### config.mk
export PLATFORM = sky130hd
export DESIGN_NAME = lcd_spi_rx
export DESIGN_NICKNAME = d
export VERILOG_FILES = /design/src/rtl/lcd_spi_pkg.sv /design/src/rtl/lcd_spi_deser.sv /design/src/rtl/lcd_spi_rx.sv
export SDC_FILE = /design/constraint.sdc
export NUM_CORES = 1
export LEC_CHECK = 0
export ABC_CLOCK_PERIOD_IN_PS = 3200
export CORE_ASPECT_RATIO = 1.2
export CORE_MARGIN = 1
export CORE_UTILIZATION = 50
export CTS_CLUSTER_DIAMETER = 40
export DETAILED_ROUTE_END_ITERATION = 10
export GPL_TIMING_DRIVEN = 0
export PLACE_DENSITY = 0.7
export REMOVE_ABC_BUFFERS = 1
export SKIP_CTS_REPAIR_TIMING = 1
export SYNTH_ARGS = -nofsm -noshare
export SYNTH_HDL_FRONTEND = slang
export SYNTH_SLANG_ARGS = --single-unit
### constraint.sdc
create_clock -name sys_clk_50MHz -period 3.2 [get_ports sys_clk_50MHz]
set_input_delay 0.64 -clock sys_clk_50MHz [delete_from_list [all_inputs] [get_ports sys_clk_50MHz]]
set_output_delay 0.64 -clock sys_clk_50MHz [all_outputs]
set_load 0.1 [all_outputs]
### src/rtl/lcd_spi_pkg.sv
// Shared definitions for the 9-bit LCD SPI link: ST7789 command codes,
// panel resolution defaults and the receiver command-state encoding.
package lcd_spi_pkg;

   localparam int LCD_H_RES = 240;
   localparam int LCD_V_RES = 240;

   localparam logic [7:0] CMD_CASET = 8'h2A;
   localparam logic [7:0] CMD_RASET = 8'h2B;
   localparam logic [7:0] CMD_RAMWR = 8'h2C;

   typedef enum logic [2:0] {
      IDLE,
      CASET,
      RASET,
      RAMWR,
      SKIP
   } lcd_state_t;

endpackage

### src/rtl/lcd_spi_deser.sv
// Byte deserialiser for the LCD SPI link.
// It resynchronises the pins, detects sclk rises and shifts mosi in MSB first.
// Each complete byte is reported with its dc bit, and a byte cut short by a
// chip-select release is reported as a fragment error.
module lcd_spi_deser #(
   parameter int SYNC_STAGES = 2
) (
   input  logic       i_clk,
   input  logic       i_rst_n,
   input  logic       i_cs,
   input  logic       i_dc,
   input  logic       i_sclk,
   input  logic       i_mosi,
   output logic       o_byteValid,
   output logic [7:0] o_byteData,
   output logic       o_byteDc,
   output logic       o_fragErr
);

   logic [SYNC_STAGES-1:0] r_csSync;
   logic [SYNC_STAGES-1:0] r_dcSync;
   logic [SYNC_STAGES-1:0] r_sclkSync;
   logic [SYNC_STAGES-1:0] r_mosiSync;
   logic                   r_sclkPrev;
   logic                   r_csPrev;
   logic [7:0]             r_sr;
   logic [2:0]             r_bitCnt;
   logic                   r_full;
   logic                   r_dcLat;

   logic w_cs;
   logic w_dc;
   logic w_sclk;
   logic w_mosi;
   logic w_sclkRise;
   logic w_csRise;
   logic w_shift;
   logic w_lastBit;

   assign w_cs       = r_csSync[SYNC_STAGES-1];
   assign w_dc       = r_dcSync[SYNC_STAGES-1];
   assign w_sclk     = r_sclkSync[SYNC_STAGES-1];
   assign w_mosi     = r_mosiSync[SYNC_STAGES-1];
   assign w_sclkRise = w_sclk & ~r_sclkPrev;
   assign w_csRise   = w_cs & ~r_csPrev;
   // A bit is still accepted in the cycle cs rises, so a byte whose last
   // edge coincides with the cs release completes cleanly.
   assign w_shift    = w_sclkRise & (~w_cs | ~r_csPrev);
   assign w_lastBit  = w_shift & (r_bitCnt == 3'd7);

   // Bring the asynchronous pins into the clock domain; cs idles high so the
   // chain resets to 1 and no spurious cs edge appears after reset.
   always_ff @(posedge i_clk or negedge i_rst_n) begin
      if (!i_rst_n) begin
         r_csSync   <= '1;
         r_dcSync   <= '0;
         r_sclkSync <= '0;
         r_mosiSync <= '0;
         r_sclkPrev <= 1'b0;
         r_csPrev   <= 1'b1;
      end else begin
         r_csSync   <= {r_csSync[SYNC_STAGES-2:0], i_cs};
         r_dcSync   <= {r_dcSync[SYNC_STAGES-2:0], i_dc};
         r_sclkSync <= {r_sclkSync[SYNC_STAGES-2:0], i_sclk};
         r_mosiSync <= {r_mosiSync[SYNC_STAGES-2:0], i_mosi};
         r_sclkPrev <= w_sclk;
         r_csPrev   <= w_cs;
      end
   end

   // Shift register and bit counter; a cs rise discards any partial byte and
   // flags it, and a completed byte is presented one cycle after its last bit.
   always_ff @(posedge i_clk or negedge i_rst_n) begin
      if (!i_rst_n) begin
         r_sr        <= '0;
         r_bitCnt    <= '0;
         r_full      <= 1'b0;
         r_dcLat     <= 1'b0;
         o_fragErr   <= 1'b0;
         o_byteValid <= 1'b0;
         o_byteData  <= '0;
         o_byteDc    <= 1'b0;
      end else begin
         r_full <= 1'b0;
         if (w_shift) begin
            r_sr <= {r_sr[6:0], w_mosi};
            if (w_lastBit) begin
               r_full   <= 1'b1;
               r_dcLat  <= w_dc;
               r_bitCnt <= '0;
            end else begin
               r_bitCnt <= r_bitCnt + 3'd1;
            end
         end
         if (w_csRise && !w_lastBit) begin
            r_bitCnt <= '0;
         end
         o_fragErr   <= w_csRise & ~w_lastBit & ((r_bitCnt != 3'd0) | w_shift);
         o_byteValid <= r_full;
         if (r_full) begin
            o_byteData <= r_sr;
            o_byteDc   <= r_dcLat;
         end
      end
   end

endmodule

### src/rtl/lcd_spi_rx.sv
// Receiver for the ST7789 LCD SPI stream.
// It decodes CASET/RASET/RAMWR and emits every RGB565 pixel with its
// coordinate, so a mirror frame buffer or checker can follow the panel.
module lcd_spi_rx
   import lcd_spi_pkg::*;
#(
   parameter int H_RES       = LCD_H_RES,
   parameter int V_RES       = LCD_V_RES,
   parameter int SYNC_STAGES = 2
) (
   input  logic        sys_clk_50MHz,
   input  logic        sys_rst_n,
   input  logic        lcd_cs,
   input  logic        lcd_dc,
   input  logic        lcd_sclk,
   input  logic        lcd_mosi,
   output logic        byte_valid,
   output logic [7:0]  byte_data,
   output logic        byte_dc,
   output logic        pix_valid,
   output logic [8:0]  pix_x,
   output logic [8:0]  pix_y,
   output logic [15:0] pix_data,
   output logic        frame_done,
   output logic        err
);

   localparam logic [8:0] X_MAX = 9'(H_RES - 1);
   localparam logic [8:0] Y_MAX = 9'(V_RES - 1);

   logic       w_byteValid;
   logic [7:0] w_byteData;
   logic       w_byteDc;
   logic       w_fragErr;
   logic [8:0] w_endVal;
   logic [8:0] w_limit;

   lcd_state_t  r_state, w_stateNext;
   logic [1:0]  r_argCnt, w_argCntNext;
   logic [8:0]  r_argStart, w_argStartNext;
   logic        r_argEndHi, w_argEndHiNext;
   logic [8:0]  r_xs, r_xe, r_ys, r_ye;
   logic [8:0]  w_xsNext, w_xeNext, w_ysNext, w_yeNext;
   logic [8:0]  r_x, r_y, w_xNext, w_yNext;
   logic        r_half, w_halfNext;
   logic [7:0]  r_hi, w_hiNext;
   logic        w_pixValidNext;
   logic [8:0]  w_pixXNext, w_pixYNext;
   logic [15:0] w_pixDataNext;
   logic        w_frameNext;
   logic        w_errNext;

   lcd_spi_deser #(
      .SYNC_STAGES(SYNC_STAGES)
   ) u_deser (
      .i_clk      (sys_clk_50MHz),
      .i_rst_n    (sys_rst_n),
      .i_cs       (lcd_cs),
      .i_dc       (lcd_dc),
      .i_sclk     (lcd_sclk),
      .i_mosi     (lcd_mosi),
      .o_byteValid(w_byteValid),
      .o_byteData (w_byteData),
      .o_byteDc   (w_byteDc),
      .o_fragErr  (w_fragErr)
   );

   assign byte_valid = w_byteValid;
   assign byte_data  = w_byteData;
   assign byte_dc    = w_byteDc;
   assign w_endVal   = {r_argEndHi, w_byteData};
   assign w_limit    = (r_state == RASET) ? Y_MAX : X_MAX;

   // Command state, window, write pointer and registered pixel outputs.
   always_ff @(posedge sys_clk_50MHz or negedge sys_rst_n) begin
      if (!sys_rst_n) begin
         r_state    <= IDLE;
         r_argCnt   <= '0;
         r_argStart <= '0;
         r_argEndHi <= 1'b0;
         r_xs       <= '0;
         r_xe       <= X_MAX;
         r_ys       <= '0;
         r_ye       <= Y_MAX;
         r_x        <= '0;
         r_y        <= '0;
         r_half     <= 1'b0;
         r_hi       <= '0;
         pix_valid  <= 1'b0;
         pix_x      <= '0;
         pix_y      <= '0;
         pix_data   <= '0;
         frame_done <= 1'b0;
         err        <= 1'b0;
      end else begin
         r_state    <= w_stateNext;
         r_argCnt   <= w_argCntNext;
         r_argStart <= w_argStartNext;
         r_argEndHi <= w_argEndHiNext;
         r_xs       <= w_xsNext;
         r_xe       <= w_xeNext;
         r_ys       <= w_ysNext;
         r_ye       <= w_yeNext;
         r_x        <= w_xNext;
         r_y        <= w_yNext;
         r_half     <= w_halfNext;
         r_hi       <= w_hiNext;
         pix_valid  <= w_pixValidNext;
         pix_x      <= w_pixXNext;
         pix_y      <= w_pixYNext;
         pix_data   <= w_pixDataNext;
         frame_done <= w_frameNext;
         err        <= w_errNext;
      end
   end

   // Decode each received byte: commands always restart the state machine,
   // data bytes are window arguments or pixel halves depending on the state.
   always_comb begin
      w_stateNext    = r_state;
      w_argCntNext   = r_argCnt;
      w_argStartNext = r_argStart;
      w_argEndHiNext = r_argEndHi;
      w_xsNext       = r_xs;
      w_xeNext       = r_xe;
      w_ysNext       = r_ys;
      w_yeNext       = r_ye;
      w_xNext        = r_x;
      w_yNext        = r_y;
      w_halfNext     = r_half;
      w_hiNext       = r_hi;
      w_pixValidNext = 1'b0;
      w_pixXNext     = pix_x;
      w_pixYNext     = pix_y;
      w_pixDataNext  = pix_data;
      w_frameNext    = 1'b0;
      w_errNext      = w_fragErr;

      if (w_byteValid) begin
         if (!w_byteDc) begin
            if (r_state == RAMWR && r_half) begin
               w_errNext = 1'b1;
            end
            w_halfNext   = 1'b0;
            w_argCntNext = '0;
            case (w_byteData)
               CMD_CASET: w_stateNext = CASET;
               CMD_RASET: w_stateNext = RASET;
               CMD_RAMWR: begin
                  w_stateNext = RAMWR;
                  w_xNext     = r_xs;
                  w_yNext     = r_ys;
               end
               default:   w_stateNext = SKIP;
            endcase
         end else begin
            case (r_state)
               CASET, RASET: begin
                  w_argCntNext = r_argCnt + 2'd1;
                  case (r_argCnt)
                     2'd0: w_argStartNext[8]   = w_byteData[0];
                     2'd1: w_argStartNext[7:0] = w_byteData;
                     2'd2: w_argEndHiNext      = w_byteData[0];
                     default: begin
                        w_stateNext = IDLE;
                        if (r_argStart > w_endVal || w_endVal > w_limit) begin
                           w_errNext = 1'b1;
                        end else if (r_state == CASET) begin
                           w_xsNext = r_argStart;
                           w_xeNext = w_endVal;
                        end else begin
                           w_ysNext = r_argStart;
                           w_yeNext = w_endVal;
                        end
                     end
                  endcase
               end
               RAMWR: begin
                  if (!r_half) begin
                     w_hiNext   = w_byteData;
                     w_halfNext = 1'b1;
                  end else begin
                     w_halfNext     = 1'b0;
                     w_pixValidNext = 1'b1;
                     w_pixXNext     = r_x;
                     w_pixYNext     = r_y;
                     w_pixDataNext  = {r_hi, w_byteData};
                     if (r_x < r_xe) begin
                        w_xNext = r_x + 9'd1;
                     end else begin
                        w_xNext = r_xs;
                        if (r_y < r_ye) begin
                           w_yNext = r_y + 9'd1;
                        end else begin
                           w_yNext     = r_ys;
                           w_frameNext = 1'b1;
                        end
                     end
                  end
               end
               default: ;
            endcase
         end
      end
   end

endmodule

# After elaboration in Yosys (flattened, before gate mapping)
# Index checks and enable logic that the tools add are counted.
# op_classes
add_sub_neg	4
order_cmp	4
n_eq_ne	14
n_mux	41
bitwise_logic	16
n_reduce_logical	23
# op_table
op	n
9-bit two-way mux	11
8-bit by 6-bit equality test with 1-bit output, second input constant	3
4-bit AND reduction	6
1-bit two-way mux	21
9-bit by 1-bit adder with 9-bit output, second input constant	2
9-bit < comparator	2
3-bit two-way mux	6
6-bit AND reduction	2
2-bit inequality test, second input constant	5
9-bit by 8-bit greater-than comparator with 1-bit output, second input constant	1
9-bit greater-than comparator	1
3-bit one-hot mux with 3 select lines	1
1-bit NOT	8
1-bit AND	6
3-bit by 2-bit equality test with 1-bit output, second input constant	2
2-bit AND reduction	3
5-bit AND reduction	1
2-bit two-way mux	2
2-bit nonzero test	2
3-bit by 1-bit adder with 3-bit output, second input constant	1
3-bit by 1-bit equality test with 1-bit output, second input constant	1
3-bit equality test, second input constant	1
3-bit AND reduction	1
3-bit nonzero test	1
10 further kinds	12
# word_totals
ff_bits	149
in_bits	6
out_inout_bits	47
elab_cells	135

# Logic depth before layout (Yosys ltp)
# depth
ltp_word	7
ltp_mapped	10
mapped_depth_nobuf	8

# By module
# Synthesis repeated with hierarchy kept, for this count alone.
# hier_totals
cells_unflattened	557
hier_area_um2	6815.3
# modules_own_cells
mod	n_inst	cells_each	area_per_inst_um2	seq_area_each_um2
lcd_spi_rx	1	480	5567.8	2895.3
lcd_spi_deser	1	77	1247.4	854.6

# Worst setup path after synthesis
# No wires, ideal clock.
# synth_timing
kind	flip-flop to flip-flop
from	register u_deser.o_byteData[1]
to	register r_ys[6]
setup_ns	0.128
arrival_time_ns	2.843
t_required_ns	3.072
setup_slack_ns	0.230
path_stages_with_launch	11
n_path_buf	2
synth_period_minus_slack_ns	2.970
cell_sequence	dfrtp_1 > inv_1 > ha_1 > nor2b_1 > o21ai_1 > a31oi_1 > o22ai_1 > nand4b_1 > buf_2 > buf_4 > mux2_1
# synth_via
elab_chain_len	4
elab_cells_between_ends	5
cone_classes	order compare (2); bitwise (1); reduce/logical (2)
# synth_lines
element	line	rtl
start: declaration	lcd_spi_deser.sv:15	output logic [7:0] o_byteData,
start signal: assignment	lcd_spi_deser.sv:101	o_byteData <= r_sr;
9-bit greater-than comparator or 9-bit by 8-bit greater-than comparator with 1-bit output (tied branches)	lcd_spi_rx.sv:166	if (r_argStart > w_endVal || w_endVal > w_limit) begin
1-bit logical OR (*)	lcd_spi_rx.sv:166	
1-bit NOT (no source line) (*)	-	
6-bit AND reduction (no source line) (*)	-	
end signal: assignment	lcd_spi_rx.sv:102	r_ys <= w_ysNext;
end: declaration	lcd_spi_rx.sv:42	logic [8:0] r_xs, r_xe, r_ys, r_ye;
# Every way passes the cells marked *; elsewhere a longest branch is shown, timed or not.
# A chain may end at the register's enable or synchronous reset.

# Worst setup path after layout
# layout_timing
from	register u_deser.o_byteData[0]
to	output port byte_data[0]
# layout_rtl
element	line	rtl
end: declaration	lcd_spi_rx.sv:18	output logic [7:0] byte_data,
# No word-level cell between the ends.

==> qor.txt <==
Critical Path End Type: primary output
antenna violations before repair: 0
final cell count without fillers: 792
number of synthesized register bits: 149
remaining antenna violation count: 0
Fin. Hold Viols: 0
final WL: 14100 µm
Reg clk slew, reported paths: 60 ps
H-tree levels: 4
HPWL after DPL: 9470 µm
global route overflow: 0
R2R Path Start: r_ye[2]
Total GRT Usage: 21.7%
Power Density: 529 nW/µm²
CP arrival: 2320 ps
worst-path cell chain: clkdlybuf4s50_1
Hold Path Class: in2async
M1 GR Usage: 27.2%
Placed Instances: 751
Max stage delay on crit path: 1230 ps
Pwr Total: 4.34 mW
clk_lat worst skew: 420 ps
delay-heaviest family, CP: buffers and inverters
Total Nets Final: 652
Slew headroom: 33.5%
minimum clock period: 2960 ps
share of synthesized registers carrying an async set or reset: 100%
CP startpoint kind: flip-flop
Synth Instances: 547
TritonCTS clock tree: done
final hold slack: 205 ps
Die Y: 130 µm
Req. time, crit path: 2560 ps
CTS max path bufs: 2
Least-Margin Pin Slew: 995 ps
DRT iter0 DRCs: 162
sequential element share of the synthesized area: 55.3%
GP Congestion: 0.825
Worst R2R End: r_y[4]
Distinct cells, synth: 54
Inserted Clock Buffers: 17
Worst path slowest cell: clkdlybuf4s50_1
Avg WL per Cell: 17.8 µm
Clock Sinks: 149
mapped cell area: 6780 µm²
core area: 13200 µm²
IO buf count: 52
status: completed
vias in the first global route: 4502
Max Cap Viol: 0
Post-synth EDFFs: 0
RSZ-0062 raised after global routing: false
die area: 14000 µm²
commonest non-fill, non-tap cell in the layout: dfrtp_1
leading cell types in the layout, fill and taps excluded: 132 x dfrtp_1, 76 x mux2_2, 51 x clkdlybuf4s50_1
grt peak-use layer: met2
crit path buf inv count: 1
warnings from Yosys: 0
# DRC: 0
Max IR drop VDD: 354 µV
Initial Utilization: 51.2%
vias: 4476
GRT met2 Usage: 36.4%
maximum net fanout on the critical path: 13
pin count of the biggest net entering global routing: 85
Root Driver: clkbuf_16
critical setup path kind: reg2out
r2r setup slk: 360 ps
max-slew violations: 0
vias per cell: 5.65
Primary FF master, synth: dfrtp_1
met3 GRT Util: 5.18%
first-pass GRT wire length: 22900 µm
fmax: 0.338 GHz
Setup Viol. Count Final: 0
final worst path period share: 92.5%
Worst R2R Path Depth: 8
layout cell share with drive strength beyond 1: 22.9%
ANT cells: 0
area grow syn2layout: 21.0%
syn_area_per_cell: 12.4 µm²
Die X: 108 µm
Post-Route Skew: 10.9 ps
drt first pass iters: 4
Pleak: 3.95 nW
# IOs: 53
row count: 46
[cell usage after synthesis (all sizes together), types with 2 or more instances]
cell type,n,area [µm²]
and2,7,43.8
a31oi,2,12.5
mux2,81,912
a22oi,2,15.0
buf,15,103
xnor2,2,17.5
a21o,2,15.0
nand3,14,70.1
nor2b,10,62.6
o31ai,2,20.0
o211ai,3,22.5
dfrtp,132,3300
and3,5,31.3
and4,4,35.0
nand4,3,18.8
nor3,8,50.1
a21oi,16,80.1
o21ai,32,160
o311ai,2,17.5
inv,36,135
nand2b,3,18.8
clkbuf,4,15.0
o2bb2ai,9,78.8
nand2,33,124
nand4b,2,17.5
mux2i,30,300
nor2,18,67.6
ha,34,425
dfstp,17,447
[flip-flops by register name, indices dropped and copies added (netlist names), 2 cells and up]
signal / count
r_xs: 9
r_x: 9
r_xe: 9
u_deser.r_csSync: 2
u_deser.r_bitCnt: 3
pix_y: 9
pix_data: 16
u_deser.r_sr: 8
u_deser.o_byteData: 8
r_ys: 9
u_deser.r_dcSync: 2
r_argCnt: 2
r_argStart: 9
u_deser.r_mosiSync: 2
u_deser.r_sclkSync: 2
r_y: 9
r_ye: 9
r_hi: 8
r_state: 3
pix_x: 9
[routing by layer]
| metal | routed length, µm | share of wire, % |
|---|---|---|
| met5 | 0 | 0 |
| met4 | 219 | 1.6 |
| met3 | 569 | 4.0 |
| met2 | 7300 | 52 |
| met1 | 6030 | 43 |
[per-stage QoR]
| step | utilization (%) | TNS, ps | setup slack [ps] | instance area [µm²] |
|---|---|---|---|---|
| after floorplan | - | -3440 | -202 | 6660 |
| after detailed placement | 56.4 | -3620 | -231 | 7460 |
| after CTS | 61.4 | -4090 | -253 | 8130 |
| final | 62.0 | 0 | 241 | 8200 |
| after global routing | 62.0 | 0 | 186 | 8200 |
| after global placement | 55.8 | -610110 | -4280 | 7390 |
[cell type report]
type / count / area [µm²]
clock inverter: 7 / 166
multi-input combinational: 342 / 2780
timing repair buffer: 65 / 659
clock buffer: 24 / 502
fill: 1026 / 5030
sequential: 149 / 3750
tap: 168 / 210
inverter: 37 / 139
[worst max path at each step]
| stage | from | slack, ps | to | cells after the start |
|---|---|---|---|---|
| global placement | sys_rst_n | -4280 | pix_y[7] | 1 |
| CTS | u_deser.o_byteData[4] | -250 | r_xs[8] | 8 |
| floorplan | u_deser.o_byteData[1] | -200 | r_ys[6] | 8 |
| finish | u_deser.o_byteData[0] | 240 | byte_data[0] | 1 |
| detailed placement | u_deser.o_byteData[4] | -230 | r_xs[8] | 8 |
| global route | u_deser.o_byteData[0] | 190 | byte_data[0] | 1 |
[kinds of logic after synthesis]
logic type | Yosys count | share of synthesized area (%)
AO/OA/AOI/OAI | 83 | 7.98
XOR/XNOR | 2 | 0.258
adder cells (fa/ha/maj) | 34 | 6.28
buffers and inverters | 56 | 3.78
flip-flops | 149 | 55.3
multiplexers | 111 | 17.9
AND/OR/NAND/NOR | 112 | 8.49
[report_power, final]
part	switching (mW)	internal, mW
logic	0.0749	0.0577
clock network	0.738	1.49
registers	0.0391	1.94
No activity file was read; power rests on OpenSTA's default activity.
